## src/rtl/alu_sequencer.sv

```systemverilog
// Sequencer for an external 4-bit combinational ALU: accepts a command, reads a
// four-entry register file, runs one EXEC cycle, writes back and holds a response.
module alu_sequencer #(
    parameter logic [3:0] RF_INIT = 4'h0
) (
    input  logic       clk,
    input  logic       rst_n,
    input  logic       cmd_valid,
    output logic       cmd_ready,
    input  logic [2:0] cmd_op,
    input  logic [1:0] cmd_rd,
    input  logic [1:0] cmd_rs1,
    input  logic [1:0] cmd_rs2,
    input  logic       cmd_imm_en,
    input  logic [3:0] cmd_imm,
    output logic [3:0] alu_a,
    output logic [3:0] alu_b,
    output logic [2:0] alu_op,
    input  logic [3:0] alu_result,
    input  logic       alu_carry,
    output logic       rsp_valid,
    input  logic       rsp_ready,
    output logic [3:0] rsp_data,
    output logic       rsp_carry,
    output logic [1:0] rsp_rd,
    output logic       carry_flag
);

    typedef enum logic [1:0] {
        IDLE = 2'd0,
        EXEC = 2'd1,
        RESP = 2'd2
    } state_t;

    localparam logic [2:0] OP_ADD = 3'b000;
    localparam logic [2:0] OP_SUB = 3'b001;

    state_t          state_q, state_d;
    logic [3:0][3:0] rf_q, rf_d;
    logic [3:0]      alu_a_q, alu_a_d;
    logic [3:0]      alu_b_q, alu_b_d;
    logic [2:0]      alu_op_q, alu_op_d;
    logic [1:0]      rd_q, rd_d;
    logic [3:0]      rsp_data_q, rsp_data_d;
    logic            rsp_carry_q, rsp_carry_d;
    logic [1:0]      rsp_rd_q, rsp_rd_d;
    logic            rsp_valid_q, rsp_valid_d;
    logic            cmd_ready_q, cmd_ready_d;
    logic            carry_flag_q, carry_flag_d;

    // The ALU carry is only meaningful for add and sub.
    function automatic logic carry_defined(input logic [2:0] op);
        carry_defined = (op == OP_ADD) || (op == OP_SUB);
    endfunction

    // Next-state and datapath: operands are latched on accept and cleared after EXEC.
    always_comb begin
        state_d      = state_q;
        rf_d         = rf_q;
        alu_a_d      = alu_a_q;
        alu_b_d      = alu_b_q;
        alu_op_d     = alu_op_q;
        rd_d         = rd_q;
        rsp_data_d   = rsp_data_q;
        rsp_carry_d  = rsp_carry_q;
        rsp_rd_d     = rsp_rd_q;
        rsp_valid_d  = rsp_valid_q;
        cmd_ready_d  = cmd_ready_q;
        carry_flag_d = carry_flag_q;
        case (state_q)
            IDLE: begin
                if (cmd_valid && cmd_ready_q) begin
                    alu_a_d     = rf_q[cmd_rs1];
                    alu_b_d     = cmd_imm_en ? cmd_imm : rf_q[cmd_rs2];
                    alu_op_d    = cmd_op;
                    rd_d        = cmd_rd;
                    cmd_ready_d = 1'b0;
                    state_d     = EXEC;
                end else begin
                    state_d = IDLE;
                end
            end
            EXEC: begin
                rf_d[rd_q]  = alu_result;
                rsp_data_d  = alu_result;
                rsp_rd_d    = rd_q;
                rsp_valid_d = 1'b1;
                if (carry_defined(alu_op_q)) begin
                    rsp_carry_d  = alu_carry;
                    carry_flag_d = alu_carry;
                end else begin
                    rsp_carry_d = 1'b0;
                end
                alu_a_d  = 4'h0;
                alu_b_d  = 4'h0;
                alu_op_d = 3'b000;
                state_d  = RESP;
            end
            RESP: begin
                // cmd_ready rises only after the handshake edge, so no same-edge accept.
                if (rsp_ready) begin
                    rsp_valid_d = 1'b0;
                    cmd_ready_d = 1'b1;
                    state_d     = IDLE;
                end else begin
                    state_d = RESP;
                end
            end
            default: begin
                alu_a_d     = 4'h0;
                alu_b_d     = 4'h0;
                alu_op_d    = 3'b000;
                rsp_valid_d = 1'b0;
                cmd_ready_d = 1'b1;
                state_d     = IDLE;
            end
        endcase
    end

    // State and register-file flops with asynchronous reset.
    always_ff @(posedge clk or negedge rst_n) begin
        if (!rst_n) begin
            state_q      <= IDLE;
            rf_q         <= {4{RF_INIT}};
            alu_a_q      <= 4'h0;
            alu_b_q      <= 4'h0;
            alu_op_q     <= 3'b000;
            rd_q         <= 2'd0;
            rsp_data_q   <= 4'h0;
            rsp_carry_q  <= 1'b0;
            rsp_rd_q     <= 2'd0;
            rsp_valid_q  <= 1'b0;
            cmd_ready_q  <= 1'b1;
            carry_flag_q <= 1'b0;
        end else begin
            state_q      <= state_d;
            rf_q         <= rf_d;
            alu_a_q      <= alu_a_d;
            alu_b_q      <= alu_b_d;
            alu_op_q     <= alu_op_d;
            rd_q         <= rd_d;
            rsp_data_q   <= rsp_data_d;
            rsp_carry_q  <= rsp_carry_d;
            rsp_rd_q     <= rsp_rd_d;
            rsp_valid_q  <= rsp_valid_d;
            cmd_ready_q  <= cmd_ready_d;
            carry_flag_q <= carry_flag_d;
        end
    end

    assign cmd_ready  = cmd_ready_q;
    assign alu_a      = alu_a_q;
    assign alu_b      = alu_b_q;
    assign alu_op     = alu_op_q;
    assign rsp_valid  = rsp_valid_q;
    assign rsp_data   = rsp_data_q;
    assign rsp_carry  = rsp_carry_q;
    assign rsp_rd     = rsp_rd_q;
    assign carry_flag = carry_flag_q;

endmodule

```

## config.mk

```make
export PLATFORM = sky130hd
export DESIGN_NAME = alu_sequencer
export DESIGN_NICKNAME = d
export VERILOG_FILES = /design/src/rtl/alu_sequencer.sv
export SDC_FILE = /design/constraint.sdc
export NUM_CORES = 1
export LEC_CHECK = 0
export CAP_MARGIN = 20
export CORE_UTILIZATION = 48
export CTS_CLUSTER_SIZE = 40
export DETAILED_ROUTE_END_ITERATION = 16
export PLACE_DENSITY = 0.78
export SKIP_CTS_REPAIR_TIMING = 1
export SLEW_MARGIN = 40
export SYNTH_ARGS = -nofsm -noshare
export SYNTH_HDL_FRONTEND = slang
export SYNTH_SLANG_ARGS = --single-unit
export TNS_END_PERCENT = 1
```

## constraint.sdc

```tcl
create_clock -name clk -period 2 [get_ports clk]
set_input_delay 0.6 -clock clk [delete_from_list [all_inputs] [get_ports clk]]
set_output_delay 0.6 -clock clk [all_outputs]
set_load 0.01 [all_outputs]
```

Word-level counts from Yosys, hierarchy flattened
Cells that the tools add are included.
{ "op_classes": {"magnitude_cmp": 4, "eq_ne": 5, "n_mux": 23, "bitwise_logic": 3, "n_reduce_logical": 10} }
{ "ops": {"columns": ["cell", "n"], "rows": [
  ["two-way mux 4 bit", 6],
  ["binary-select mux 4 bit (select 2 bit)", 2],
  ["bitwise mux 16 bit", 1],
  ["one-hot mux 4 bit (2 select lines)", 2],
  ["< comparator 2 x 3 -> 1 bit (second input constant)", 3],
  ["demux 4 bit (select 2 bit)", 1],
  ["AND reduction 2 bit", 4],
  ["one-hot mux 1 bit (3 select lines)", 2],
  ["one-hot mux 2 bit (3 select lines)", 1],
  ["one-hot mux 3 bit (2 select lines)", 1],
  ["two-way mux 1 bit", 5],
  ["inequality test 2 bit (second input constant)", 2],
  ["equality test 3 x 1 -> 1 bit (second input constant)", 1],
  ["zero test 3 bit", 1],
  ["two-way mux 3 bit", 1],
  ["inverter 1 bit", 3],
  ["AND reduction 3 bit", 1],
  ["equality test 2 x 1 -> 1 bit (second input constant)", 1],
  ["equality test 2 bit (second input constant)", 1],
  ["greater-or-equal comparator 2 x 1 -> 1 bit (second input constant)", 1],
  ["logical AND 1 bit", 2],
  ["zero test 2 bit", 1],
  ["two-way mux 2 bit", 1],
  ["logical OR 1 bit", 1]
]} }
{ "word_totals": {"register_bits": 41, "input_bits": 23, "output_inout_bits": 21, "word_cells": 60} }

Longest topological paths before layout
{ "logic_depth": {"word_depth": 5, "depth_mapped": 5, "depth_no_buf": 3} }

Worst setup path after synthesis
OpenSTA, ideal clock, no wires.
{ "synth_path": {"path_kind": "in2reg", "start": "input port cmd_rs2[0]", "end": "register alu_b_q[0] (netlist: alu_b[0])", "setup_ps": 121, "arrival_ps": 1483, "t_required_ps": 1879, "path_slack_ps": 396, "path_stages": 3, "path_buffers": 0, "path_cell_list": "mux4_2 -> mux2_2 -> a22o_1"} }
{ "synth_between": {"elab_chain_len": 5} }
{ "synth_rtl": {"columns": ["item", "line_no", "rtl"], "rows": [
  ["start, declared", "13", "input logic [1:0] cmd_rs2,"],
  ["binary-select mux 4 bit (select 2 bit)", "74", "alu_b_d = cmd_imm_en ? cmd_imm : rf_q[cmd_rs2];"],
  ["two-way mux 4 bit (implied by the code)", "74", null],
  ["two-way mux 4 bit", "74", null],
  ["two-way mux 4 bit", "72", "if (cmd_valid && cmd_ready_q) begin"],
  ["one-hot mux 4 bit (2 select lines)", "70", "case (state_q)"],
  ["end signal, assigned", "139", "alu_b_q <= alu_b_d;"],
  ["end, declared", "41", "logic [3:0] alu_b_q, alu_b_d;"]
]} }
No other way between the ends. The select of a mux whose other input is x is not followed.
A chain may end at the register's enable or synchronous reset.

Worst setup path in the final report
{ "layout_path": {"start": "input port cmd_rs2[0]", "end": "register alu_b_q[2] (netlist: alu_b[2])"} }
Same word-level chain as after synthesis.

==> impl.org <==
** Pwr
- In this run the static leakage power is 1.05 nW.
- Power density over the cells :: 1200 mW/mm2
- After layout, the design draws a total of 2.84 mW.
- Maximum resistive drop on vdd :: 0.718 mV

** Synth
- Synth warnings :: 0
- Post-Syn Area :: 0.00176 mm2
- Flops & latches, synth :: 41
- Distinct cells, synth :: 20
- Per-instance average area after synthesis :: 15.5 um2
- Syn_nets :: 137
- Sequential elements use 58.2% of the synthesized area.
- Synth Instances :: 114

** Floorplanning
- Measured along the y axis, the die boundary spans 62.6 um.
- Area enclosed by the die boundary :: 0.00392 mm2
- Core Footprint :: 0.00342 mm2
- Chip width :: 62.6 um
- Top-level port count :: 44
- Once the floorplan was initialized, standard cells occupied 51.6% of the core.
- Total number of placement rows :: 21

** Setup path
- Sort of element at the end of the critical path :: flop
- Max Fanout on Critical Path :: 4
- The setup path with the least slack is of type input pin to flop.
- Data required, critical path :: 2.25 ns
- For the worst setup path, the data arrival time is 2.19 ns.
- Kind of launch point of the worst setup path :: input pin
- Flop2flop setup slack :: 0.31 ns

** Place
- HPWL Detailed :: 2550 um
- Placer congestion estimate :: 0.708
- The count of buffers added on input and output ports is 43.
- Placed Cells :: 205

** STA
- Adding up every negative setup slack in the final design gives 0 ns.
- Relative slew margins :: 63.2%
- The smallest clock period supported by the final layout is computed as 1.94 ns.
- The final hold violation count is 0.
- At the pin with the least slew margin, the transition time is 0.550 ns.
- Number of pins exceeding their max-slew limit in the final report :: 0
- Max Clk Rate :: 515 MHz
- Setup repair after global routing left no endpoint under its margin.
- Total setup violations reported at the end of the flow :: 0
- Across the routed clock network, the largest skew measured is 0.0103 ns.
- Fraction of the cycle the final worst path needs :: 97.1%

** Clocking
- CTS tree :: yes
- Root buf cell :: sky130_fd_sc_hd__clkbuf_4
- Maximum root-to-sink buffer count :: 2
- Clock-pin slew was measured on the worst setup and hold paths at 0.12 ns.
- The clock tree synthesis step divided the H-tree into 2 levels.
- Cts bufs inserted :: 5
- Clk Latency, worst-skew pair :: 0.35 ns
- Clock sink total :: 41

** Min path
- The tightest min-delay check is of the input pin to async pin type.

** GRT
- The via count of the first global-routing pass was 1185.
- The initial antenna violation count came to 0.
- Largest net degree at the start of global routing :: 42
- Total Routing Usage GR :: 19.4%
- After global routing the overflow that remains totals 0.
- Global-route wire length before repair :: 5740 um

** Layout
- The filler cells instantiated in the layout total 266.
- Non-filler cells in the finished layout :: 213
- Layout cell share with drive strength beyond 1 :: 32.3%
- Area growth, synth to finish :: 33.8%
- The repair_antennas step left the layout with diodes totalling 0.
- Area used by multi-input combinational logic :: 711 um2
- Net count, final :: 189
- Registers take 0.00103 mm2.

** Route
- For this block, the initial DRC count from the detailed router was 46.
- Detailed-route DRC error count :: 0
- In this run the remaining antenna-violating nets after routing total 0.
- Via count :: 1190
- Final routed wirelength across all metal layers :: 3300 um
- In the final routed layout, each cell accounts on average for 15.5 um.
- After detailed routing, the number of vias per cell comes to 5.59.
- Drt first pass iters :: 4

** Job
- The tool flagged a number of max-cap violations equal to 0.

** Status
- The flow ran to the end, and the final reports show no timing, DRC or antenna violations.
[critical path: stages]
cell and delay, ns:
sky130_fd_sc_hd__clkdlybuf4s50_1 0.61, sky130_fd_sc_hd__mux4_2 0.53, sky130_fd_sc_hd__mux2_2 0.27, sky130_fd_sc_hd__a22o_1 0.18
[registers in the layout, summed over array words and instances, names as in the netlist]
signal	flops
rsp_rd	2
rsp_valid	1
rf_q	16
cmd_ready	1
alu_op	3
rd_q	2
rsp_data	4
alu_b	4
alu_a	4
state_q	2
rsp_carry	1
carry_flag	1
[placed cells by master, fill, tap and decap left out, drive strengths merged]
| cell type | netlist | final |
|---|---|---|
| dfstp | 1 | 1 |
| o22a | 1 | 1 |
| nand3b | 1 | 1 |
| buf | 4 | 7 |
| clkdlybuf4s50 | 0 | 41 |
| bufinv | 0 | 1 |
| dfrtp | 40 | 40 |
| nand2 | 5 | 5 |
| clkinvlp | 0 | 1 |
| a22o | 12 | 12 |
| o21ai | 1 | 1 |
| a31oi | 1 | 1 |
| clkbuf | 0 | 5 |
| nand4 | 1 | 1 |
| dlymetal6s2s | 0 | 1 |
| nand2b | 1 | 1 |
| nor3 | 4 | 4 |
| clkinv | 0 | 1 |
| inv | 2 | 2 |
| nor2 | 2 | 2 |
| nor3b | 1 | 1 |
| a21oi | 1 | 1 |
| mux2 | 28 | 28 |
| mux4 | 8 | 8 |
[worst paths after layout]
check	from	end	depth (start not counted)
setup / recovery	cmd_rs2[0]	alu_b[2]	4
hold / removal	rst_n	rf_q[14]	2
setup reg to reg	state_q[0]	carry_flag	4
hold reg to reg	rsp_rd[0]	rsp_rd[0]	2
max in group asynchronous	rst_n	cmd_ready	2
min in group clk	rsp_rd[0]	rsp_rd[0]	2
[per-layer routing]
| layer | share of wire, % | track usage (%) | wire length [um] | vias up |
|---|---|---|---|---|
| met1 | 44 | 25.7 | 1450 | 605 |
| met2 | 49 | 30.3 | 1620 | 37 |
| li1 | - | - | - | 541 |
| met3 | 5.3 | 6.02 | 176 | 7 |
| met4 | 1.8 | 6.40 | 58 | 0 |
| met5 | 0 | 0 | 0 | - |
[kinds of logic (layout without fill, tap and decap cells)]
logic type	Yosys count	in the layout	share of synthesized area, %
AO/OA/AOI/OAI	16	16	7.38
flip-flops	41	41	58.2
AND/OR/NAND/NOR	15	15	4.47
buffers and inverters	6	59	1.84
multiplexers	36	36	28.1
[area by class of cell]
| type | count | share of cell area, % |
|---|---|---|
| Clock buffer | 5 | 1.59 |
| Clock inverter | 3 | 1.96 |
| Inverter | 2 | 0.318 |
| Multi-Input combinational cell | 67 | 30.1 |
| Sequential cell | 41 | 43.5 |
| Tap cell | 46 | 2.44 |
| Timing Repair Buffer | 49 | 20.0 |
[report_power, final]
part | internal, mW | switching [mW]
registers | 1.14 | 0.215
clock network | 0.265 | 0.270
logic | 0.660 | 0.291
total | 2.06 | 0.776
[synthesized netlist by cell type (all sizes together)]
cell,count,area [um2]
dfrtp,40,1000
mux2,28,315
a22o,12,105
mux4,8,180
nand2,5,18.8
buf,4,25.0
nor3,4,25.0
inv,2,7.51
nor2,2,7.51
a21oi,1,5.00
a31oi,1,6.26
dfstp,1,26.3
nand2b,1,6.26
nand3b,1,7.51
nand4,1,6.26
nor3b,1,7.51
o21ai,1,5.00
o22a,1,8.76
[through the flow]
| stage | utilization [%] | area (um2) | hold slack (ns) | worst slack [ns] |
|---|---|---|---|---|
| after floorplan | - | 1760 | 0.304 | 0.396 |
| after global placement | 66.4 | 2270 | 0.465 | -0.307 |
| after detailed placement | 66.6 | 2270 | 0.473 | -0.315 |
| after CTS | 69.0 | 2360 | 0.292 | -0.0991 |
| after global routing | 69.1 | 2360 | 0.315 | 0.0206 |
| final | 69.1 | 2360 | 0.289 | 0.0589 |
Power figures use the tool's default switching activity.
